File: src/rtl/fc_neuron_mac.sv
// Streaming fixed-point MAC neuron: accumulates LANES products per chunk onto a
// bias, then rescales, saturates and optionally ReLU-clamps one SIZE-bit result.
module fc_neuron_mac #(
  parameter int SIZE      = 16,
  parameter int PRECISION = 11,
  parameter int LANES     = 4,
  parameter int CHUNK_W   = 8
) (
  input  logic                    clk,
  input  logic                    rst_n,
  input  logic                    start,
  input  logic [CHUNK_W-1:0]      num_chunks,
  input  logic [SIZE-1:0]         bias,
  input  logic                    relu_en,
  input  logic                    in_valid,
  output logic                    in_ready,
  input  logic [LANES*SIZE-1:0]   in_values,
  input  logic [LANES*SIZE-1:0]   in_weights,
  output logic                    out_valid,
  input  logic                    out_ready,
  output logic [SIZE-1:0]         out_value,
  output logic                    out_sat,
  output logic                    busy
);

  localparam int ACC_W  = 2*SIZE + $clog2(LANES) + CHUNK_W + 1;
  localparam int PROD_W = 2*SIZE;

  localparam logic signed [ACC_W-1:0] SAT_MAX = {{(ACC_W-SIZE+1){1'b0}}, {(SIZE-1){1'b1}}};
  localparam logic signed [ACC_W-1:0] SAT_MIN = {{(ACC_W-SIZE+1){1'b1}}, {(SIZE-1){1'b0}}};

  typedef enum logic [2:0] {
    S_IDLE,
    S_ACCUM,
    S_FLUSH,
    S_FINAL,
    S_DONE
  } state_e;

  state_e                    state_q, state_d;
  logic signed [ACC_W-1:0]   acc_q, acc_d;
  logic [CHUNK_W-1:0]        cnt_q, cnt_d;
  logic                      relu_q, relu_d;
  logic signed [PROD_W-1:0]  prod_q [LANES];
  logic signed [PROD_W-1:0]  prod_d [LANES];
  logic                      prod_vld_q, prod_vld_d;
  logic [SIZE-1:0]           out_value_q, out_value_d;
  logic                      out_sat_q, out_sat_d;

  logic signed [SIZE-1:0]    val_s [LANES];
  logic signed [SIZE-1:0]    wt_s  [LANES];
  logic signed [ACC_W-1:0]   lane_sum;
  logic signed [ACC_W-1:0]   bias_ext;
  logic signed [ACC_W-1:0]   scaled;
  logic [SIZE-1:0]           res;
  logic                      res_sat;

  always_comb begin
    lane_sum = '0;
    for (int unsigned i = 0; i < LANES; i++) begin
      val_s[i] = in_values[i*SIZE +: SIZE];
      wt_s[i]  = in_weights[i*SIZE +: SIZE];
      lane_sum = lane_sum + ACC_W'(prod_q[i]);
    end
    bias_ext = ACC_W'($signed(bias));
  end

  // Floor-shift, clamp to the SIZE range, then ReLU; saturation is flagged pre-ReLU.
  always_comb begin
    scaled  = acc_q >>> PRECISION;
    res_sat = 1'b0;
    res     = scaled[SIZE-1:0];
    if (scaled > SAT_MAX) begin
      res     = SAT_MAX[SIZE-1:0];
      res_sat = 1'b1;
    end else if (scaled < SAT_MIN) begin
      res     = SAT_MIN[SIZE-1:0];
      res_sat = 1'b1;
    end
    if (relu_q && res[SIZE-1]) begin
      res = '0;
    end
  end

  always_comb begin
    state_d     = state_q;
    acc_d       = acc_q;
    cnt_d       = cnt_q;
    relu_d      = relu_q;
    prod_d      = prod_q;
    prod_vld_d  = 1'b0;
    out_value_d = out_value_q;
    out_sat_d   = out_sat_q;

    if (prod_vld_q) begin
      acc_d = acc_q + lane_sum;
    end

    unique case (state_q)
      S_IDLE: begin
        if (start) begin
          acc_d   = bias_ext <<< PRECISION;
          cnt_d   = num_chunks;
          relu_d  = relu_en;
          state_d = (num_chunks != '0) ? S_ACCUM : S_FINAL;
        end
      end
      S_ACCUM: begin
        if (in_valid) begin
          for (int unsigned i = 0; i < LANES; i++) begin
            prod_d[i] = PROD_W'(val_s[i]) * PROD_W'(wt_s[i]);
          end
          prod_vld_d = 1'b1;
          cnt_d      = cnt_q - 1'b1;
          if (cnt_q == CHUNK_W'(1)) begin
            state_d = S_FLUSH;
          end
        end
      end
      S_FLUSH: begin
        state_d = S_FINAL;
      end
      S_FINAL: begin
        out_value_d = res;
        out_sat_d   = res_sat;
        state_d     = S_DONE;
      end
      S_DONE: begin
        if (out_ready) begin
          state_d = S_IDLE;
        end
      end
      default: begin
        state_d = S_IDLE;
      end
    endcase
  end

  always_ff @(posedge clk or negedge rst_n) begin
    if (!rst_n) begin
      state_q     <= S_IDLE;
      acc_q       <= '0;
      cnt_q       <= '0;
      relu_q      <= 1'b0;
      prod_vld_q  <= 1'b0;
      out_value_q <= '0;
      out_sat_q   <= 1'b0;
      for (int unsigned i = 0; i < LANES; i++) begin
        prod_q[i] <= '0;
      end
    end else begin
      state_q     <= state_d;
      acc_q       <= acc_d;
      cnt_q       <= cnt_d;
      relu_q      <= relu_d;
      prod_vld_q  <= prod_vld_d;
      out_value_q <= out_value_d;
      out_sat_q   <= out_sat_d;
      for (int unsigned i = 0; i < LANES; i++) begin
        prod_q[i] <= prod_d[i];
      end
    end
  end

  assign in_ready  = (state_q == S_ACCUM);
  assign out_valid = (state_q == S_DONE);
  assign busy      = (state_q != S_IDLE);
  assign out_value = out_value_q;
  assign out_sat   = out_sat_q;

endmodule

File: config.mk
export PLATFORM = sky130hd
export DESIGN_NAME = fc_neuron_mac
export DESIGN_NICKNAME = d
export VERILOG_FILES = /design/src/rtl/fc_neuron_mac.sv
export SDC_FILE = /design/constraint.sdc
export NUM_CORES = 2
export LEC_CHECK = 0
export ABC_CLOCK_PERIOD_IN_PS = 4500
export CAP_MARGIN = 20
export CORE_MARGIN = 2
export CORE_UTILIZATION = 50
export CTS_BUF_LIST = sky130_fd_sc_hd__clkbuf_4
export CTS_CLUSTER_DIAMETER = 30
export DETAILED_ROUTE_END_ITERATION = 12
export GPL_ROUTABILITY_DRIVEN = 0
export PLACE_DENSITY = 0.7
export SETUP_SLACK_MARGIN = 0.15
export SYNTH_ARGS = -nofsm -noshare
export SYNTH_HDL_FRONTEND = slang
export SYNTH_SLANG_ARGS = --single-unit
export TNS_END_PERCENT = 30
File: constraint.sdc
create_clock -name clk -period 4.5 [get_ports clk]
set_input_delay 0.675 -clock clk [delete_from_list [all_inputs] [get_ports clk]]
set_output_delay 0.675 -clock clk [all_outputs]
set_load 0.005 [all_outputs]
## After elaboration in Yosys (flattened, before gate mapping)

Cells that the tools add are included.

- Logic and storage cells: 59
- Output and inout bits: 20
- Register bits: 201

- Muxes and demuxes: 19
- Add/sub/neg operators: 5
- Reduce and logical (&&, ||, !) cells: 9
- Magnitude comparators: 2
- Multiply operators: 4
- Equal/unequal tests: 9

Operators by type and width:

| cell | number |
|---|---|
| $mux W43 | 3 |
| $mul A16 B16 Y32 | 4 |
| $mux W16 | 3 |
| $add A43 B35 Y43 | 1 |
| $add A34 B32 Y35 | 1 |
| $add A33 B32 Y34 | 1 |
| $add A32 B32 Y33 | 1 |
| $gt A32 B16 Y1 const B | 1 |
| $lt A32 B16 Y1 const B | 1 |
| $mux W8 | 2 |
| $pmux W8 S2 | 1 |
| $pmux W3 S5 | 1 |
| $mux W3 | 4 |
| $eq A8 B1 Y1 const B | 1 |
| $reduce_bool A8 Y1 | 1 |
| $sub A8 B1 Y8 const B | 1 |
| $eq A3 B2 Y1 const B | 2 |
| $mux W1 | 4 |
| $ne A2 B1 Y1 const B | 2 |
| $ne A2 B2 Y1 const B | 2 |
| $reduce_and A2 Y1 | 2 |
| $reduce_and A4 Y1 | 1 |
| $eq A3 B1 Y1 const B | 1 |
| $eq A3 B3 Y1 const B | 1 |
| 6 further kinds | 6 |

## Logic depth before layout (Yosys ltp)

- Depth after elaboration: 7
- Gate-level depth with buffers: 26

## Worst setup path after synthesis

OpenSTA, ideal clock, no wires.

- Path kind: in2reg
- Start point: in in_weights[23]
- End point: reg prod_q[93] (netlist name)
- Slack: -2431 ps
- Library setup time: 129 ps
- Arrival: 6802 ps
- Stages on the path: 24
- Buffers on the path: 1
- Data required time: 4371 ps
- Path through: clkbuf_1 nand2_1 fa_1 inv_1 fa_1 inv_1 fa_1 inv_1 fa_1 fa_1 inv_1 fa_1 inv_1 ha_1 and3_4 a221o_1 a221o_1 a31oi_2 o21ai_2 a41o_1 or4_1 a31oi_1 xor2_1 o21ai_1

- Cells in the longest elaborated chain, start to end: 1

RTL lines:

| what | RTL line | RTL |
|---|---|---|
| start, declared | 18 | `input logic [LANES*SIZE-1:0] in_weights,` |
| $mul A16 B16 Y32 | 111 | `prod_d[i] = PROD_W'(val_s[i]) * PROD_W'(wt_s[i]);` |
| end signal, assigned by index | 160 | `prod_q[i] <= prod_d[i];` |
| end, declared | 44 | `logic signed [PROD_W-1:0] prod_q [LANES];` |

Every way passes these cells.
A chain may end at the register's enable or synchronous reset.

## Final worst setup path

- Start point: in in_values[23]
- End point: reg prod_q[93] (netlist name)

- Cells in the longest elaborated chain, start to end: 1

RTL lines:

| what | RTL line | RTL |
|---|---|---|
| start, declared | 17 | `input logic [LANES*SIZE-1:0] in_values,` |
| $mul A16 B16 Y32 | 111 |  |

Every way passes these cells.

==> impl_summary.log <==
INFO  metric avgViaCountPerCell = 5.17
INFO  metric fmaxAchievable = 165 MHz
INFO  metric timing.critical_path.fanout_max = 4
INFO  metric pin_count = 178
INFO  metric crit_type = input port to flop
INFO  metric die_h = 324 µm
INFO  metric ys_types = 67
INFO  metric fin_area = 0.0642 mm²
INFO  metric critical_path.startpoint_type = input port
INFO  metric worst_ep_arrival_time = 6.62 ns
INFO  metric critPathCaptureType = flop
INFO  metric met3RoutedLength = 8510 µm
INFO  metric detail_route.wirelength.met1 = 55500 µm
INFO  metric synth_top_area_cell = fa_1
INFO  metric cts_root_buffer = clkbuf_4
INFO  metric unrepaired_setup_endpoints_after_global_routing = yes
INFO  metric slew_violations = 0
INFO  metric tritoncts_clock_tree = built
INFO  metric placeableCoreArea = 0.102 mm²
INFO  metric cts-htree-levels = 2
INFO  metric clkSlewWorstSetupHoldPaths = 0.07 ns
INFO  metric die-area = 0.105 mm²
INFO  metric worst_skew_pair.late_latency = 0.74 ns
INFO  metric maxCapViolations = 0
INFO  metric layout-area-overhead-vs-synth = 25.5%
INFO  metric die_width = 324 µm
INFO  metric ys_warn_count = 0
INFO  metric holdCritPathClass = input port to flop
INFO  metric routed_wirelength = 136000 µm
INFO  metric route.top_layer_used = met5
INFO  metric first_iter_violations = 2244
INFO  metric post_synth_inst_count = 5448
INFO  metric global_route_wire_length_before_repair = 223000 µm
INFO  metric synth_area = 0.0512 mm²
INFO  metric finalWorstPathRequiredPeriod = 6.05 ns
INFO  metric ys_seq_elements = 201
INFO  metric gr-usage-all-layers = 0.267
INFO  metric initial_core_utilization = 0.504
INFO  metric synth_area_leaders = fa_1, dfrtp_1, ha_1, inv_1, and2_1
INFO  metric clock_sinks = 201
INFO  metric final_cell_count_no_fill = 7825
INFO  metric clock_path_buffers = 3
INFO  metric initial_drt_pass_iterations = 6
INFO  metric worst-slew-pin-transition = 1.06 ns
INFO  metric violations = setup timing
INFO  metric synth_edf_count = 0
INFO  metric layout_setup_ws = -1.55 ns
INFO  metric post_synth.cell_area_avg = 9.40 µm²
INFO  metric postSynth.asyncResetShare = 1.00
INFO  metric post_drt_wl_per_cell = 17.4 µm
INFO  metric dp.final_hpwl = 113000 µm
INFO  metric period_share = 1.35
INFO  metric dr_total_vias = 40439
INFO  metric run_status = finished, violations left
INFO  metric grt-ovfl-total = 0
INFO  metric final_net_count = 8117
INFO  metric synth-main-ff-cell = dfrtp_1
INFO  metric dr_wl_met2 = 67200 µm
INFO  metric number_of_buffers_created_by_cts = 52
INFO  metric placed_cells = 7562
INFO  metric synth_fp_nets = 7152
INFO  metric report.final.setup_viol = 100
INFO  metric fin_worst_hold_slack = 0.480 ns
INFO  metric max-slew-margin-rel = 0.295
INFO  metric report.final.hold_viol_count = 0
INFO  metric cp.required = 5.07 ns
INFO  metric share_of_post_route_cells_with_drive_strength_above_1 = 0.239
INFO  metric largest_net_degree_at_the_start_of_global_routing = 235
INFO  metric timing.setup.tns = -89.54 ns
INFO  metric synth-seq-area-share = 0.0983
INFO  metric worst_clock_skew = 0.0801 ns
INFO  metric port_buffers = 177
INFO  metric final_antenna_net_count = 0
INFO  metric grt_antenna_before_repair = 8
INFO  metric synth_top_area_share = 0.459
INFO  metric grt_pass1_vias = 44179
INFO  metric floorplan.rows = 117
INFO  metric drc = 0
INFO  metric place_area = 0.0606 mm²
## critical path, stage by stage
cell and delay (ns):
buf_6 0.09, buf_6 0.12, and2_4 0.13, fa_1 0.54, inv_2 0.04, fa_2 0.44, fa_1 0.50, inv_2 0.04
fa_1 0.50, fa_1 0.57, inv_2 0.04, fa_1 0.49, inv_2 0.05, ha_4 0.21, and3_4 0.17, a221o_1 0.33
a221o_1 0.35, a31oi_4 0.18, o21ai_2 0.09, a41o_1 0.21, or4_4 0.44, a31oi_4 0.18, xor2_1 0.15, o21ai_1 0.07
## path summary, 6_finish.rpt
kind / slack [ns] / startpoint / endpoint / cells past startpoint
max in group asynchronous: 2.94 / rst_n / prod_q[71]$_DFFE_PN0P_ / 3
worst min register to register: 0.49 / out_value[3]$_DFFE_PN0P_ / out_value[3]$_DFFE_PN0P_ / 2
worst max-delay path: -1.55 / in_values[23] / prod_q[93]$_DFFE_PN0P_ / 24
worst max register to register: -0.35 / acc_q[1]$_DFF_PN0_ / acc_q[37]$_DFF_PN0_ / 19
worst min-delay path: 0.48 / relu_en / relu_q$_DFFE_PN0P_ / 3
min in group asynchronous: 0.54 / rst_n / out_value[11]$_DFFE_PN0P_ / 2
## stage by stage
stage	util	setup slack (ns)
6_report	0.632	-1.55
5_1_grt	0.632	-1.71
4_1_cts	0.621	-1.63
3_5_place_dp	0.596	-2.74
3_3_place_gp	0.596	-2.65
2_1_floorplan	-	-2.02
## kinds of logic (layout without fill, tap and decap cells)
logic type | after synthesis | after routing | share of synthesized area
and+or+nand+nor | 1567 | 1567 | 0.147
adders and majority gates | 1546 | 1546 | 0.550
buffers and inverters | 1354 | 2357 | 0.0993
AOI/OAI and AO/OA | 571 | 571 | 0.0688
DFF | 201 | 201 | 0.0983
xor gates and xnor gates | 182 | 182 | 0.0311
muxes | 27 | 27 | 0.00528
other | 0 | 6 | 0
## final cells by class
cell class / count / area, µm²
well taps: 1368 / 1710
clock buffers: 77 / 578
inverters: 1176 / 4420
repair buffers: 1089 / 9320
flip-flops and latches: 201 / 5030
diodes: 6 / 15.0
clock inverters: 15 / 121
multi-input cells: 3893 / 43100
fillers: 8229 / 37400
## Yosys cell counts (13+ instances only)
cell,number
a211oi_1,22
nand3_1,26
inv_1,1175
nand2b_1,34
o21ai_0,210
o21bai_1,22
mux2i_1,27
a21o_1,67
and2_1,493
o21a_1,22
nand2_1,733
clkbuf_1,170
a21oi_1,119
o31ai_1,15
nor2_1,158
ha_1,373
dfrtp_1,201
fa_1,1173
a31oi_1,20
nor3_1,34
xnor2_1,125
nand4_1,13
xor2_1,57
and3_1,16
## metal layers
metal | up-vias | global-route usage
met4 | 4 | 0.0877
met5 | - | 0
met2 | 1142 | 0.452
li1 | 18391 | -
met3 | 310 | 0.0444
met1 | 20592 | 0.351
## flip-flops by register name, summed over array words and instances (netlist names)
register,cells
out_value,16
acc_q,43
prod_q,128
prod_vld_q,1
state_q,3
relu_q,1
cnt_q,8
out_sat,1
## cell usage in the layout (no fill, tap or decap), drive strengths merged, types with 119 or more instances in the layout
cell,Yosys,routed
ha,373,373
fa,1173,1173
nand2,733,733
a21oi,119,119
dfrtp,201,201
nor2,158,158
xnor2,125,125
and2,493,493
buf,8,957
o21ai,214,214
inv,1175,1175
## repair_timing
item                                    4_1_cts  5_1_grt
gates cloned                                  4        7
resized for setup                           616      271
setup buffers                               102       51
endpoints found under the setup margin      123      124
hold buffers                                  1        0
pin swaps                                   269      199
hold endpoints to repair                      5        0
Power is left out: the tool's default activity adds up to more than one toggle a clock period on the data nets, which glitch-free logic cannot reach.
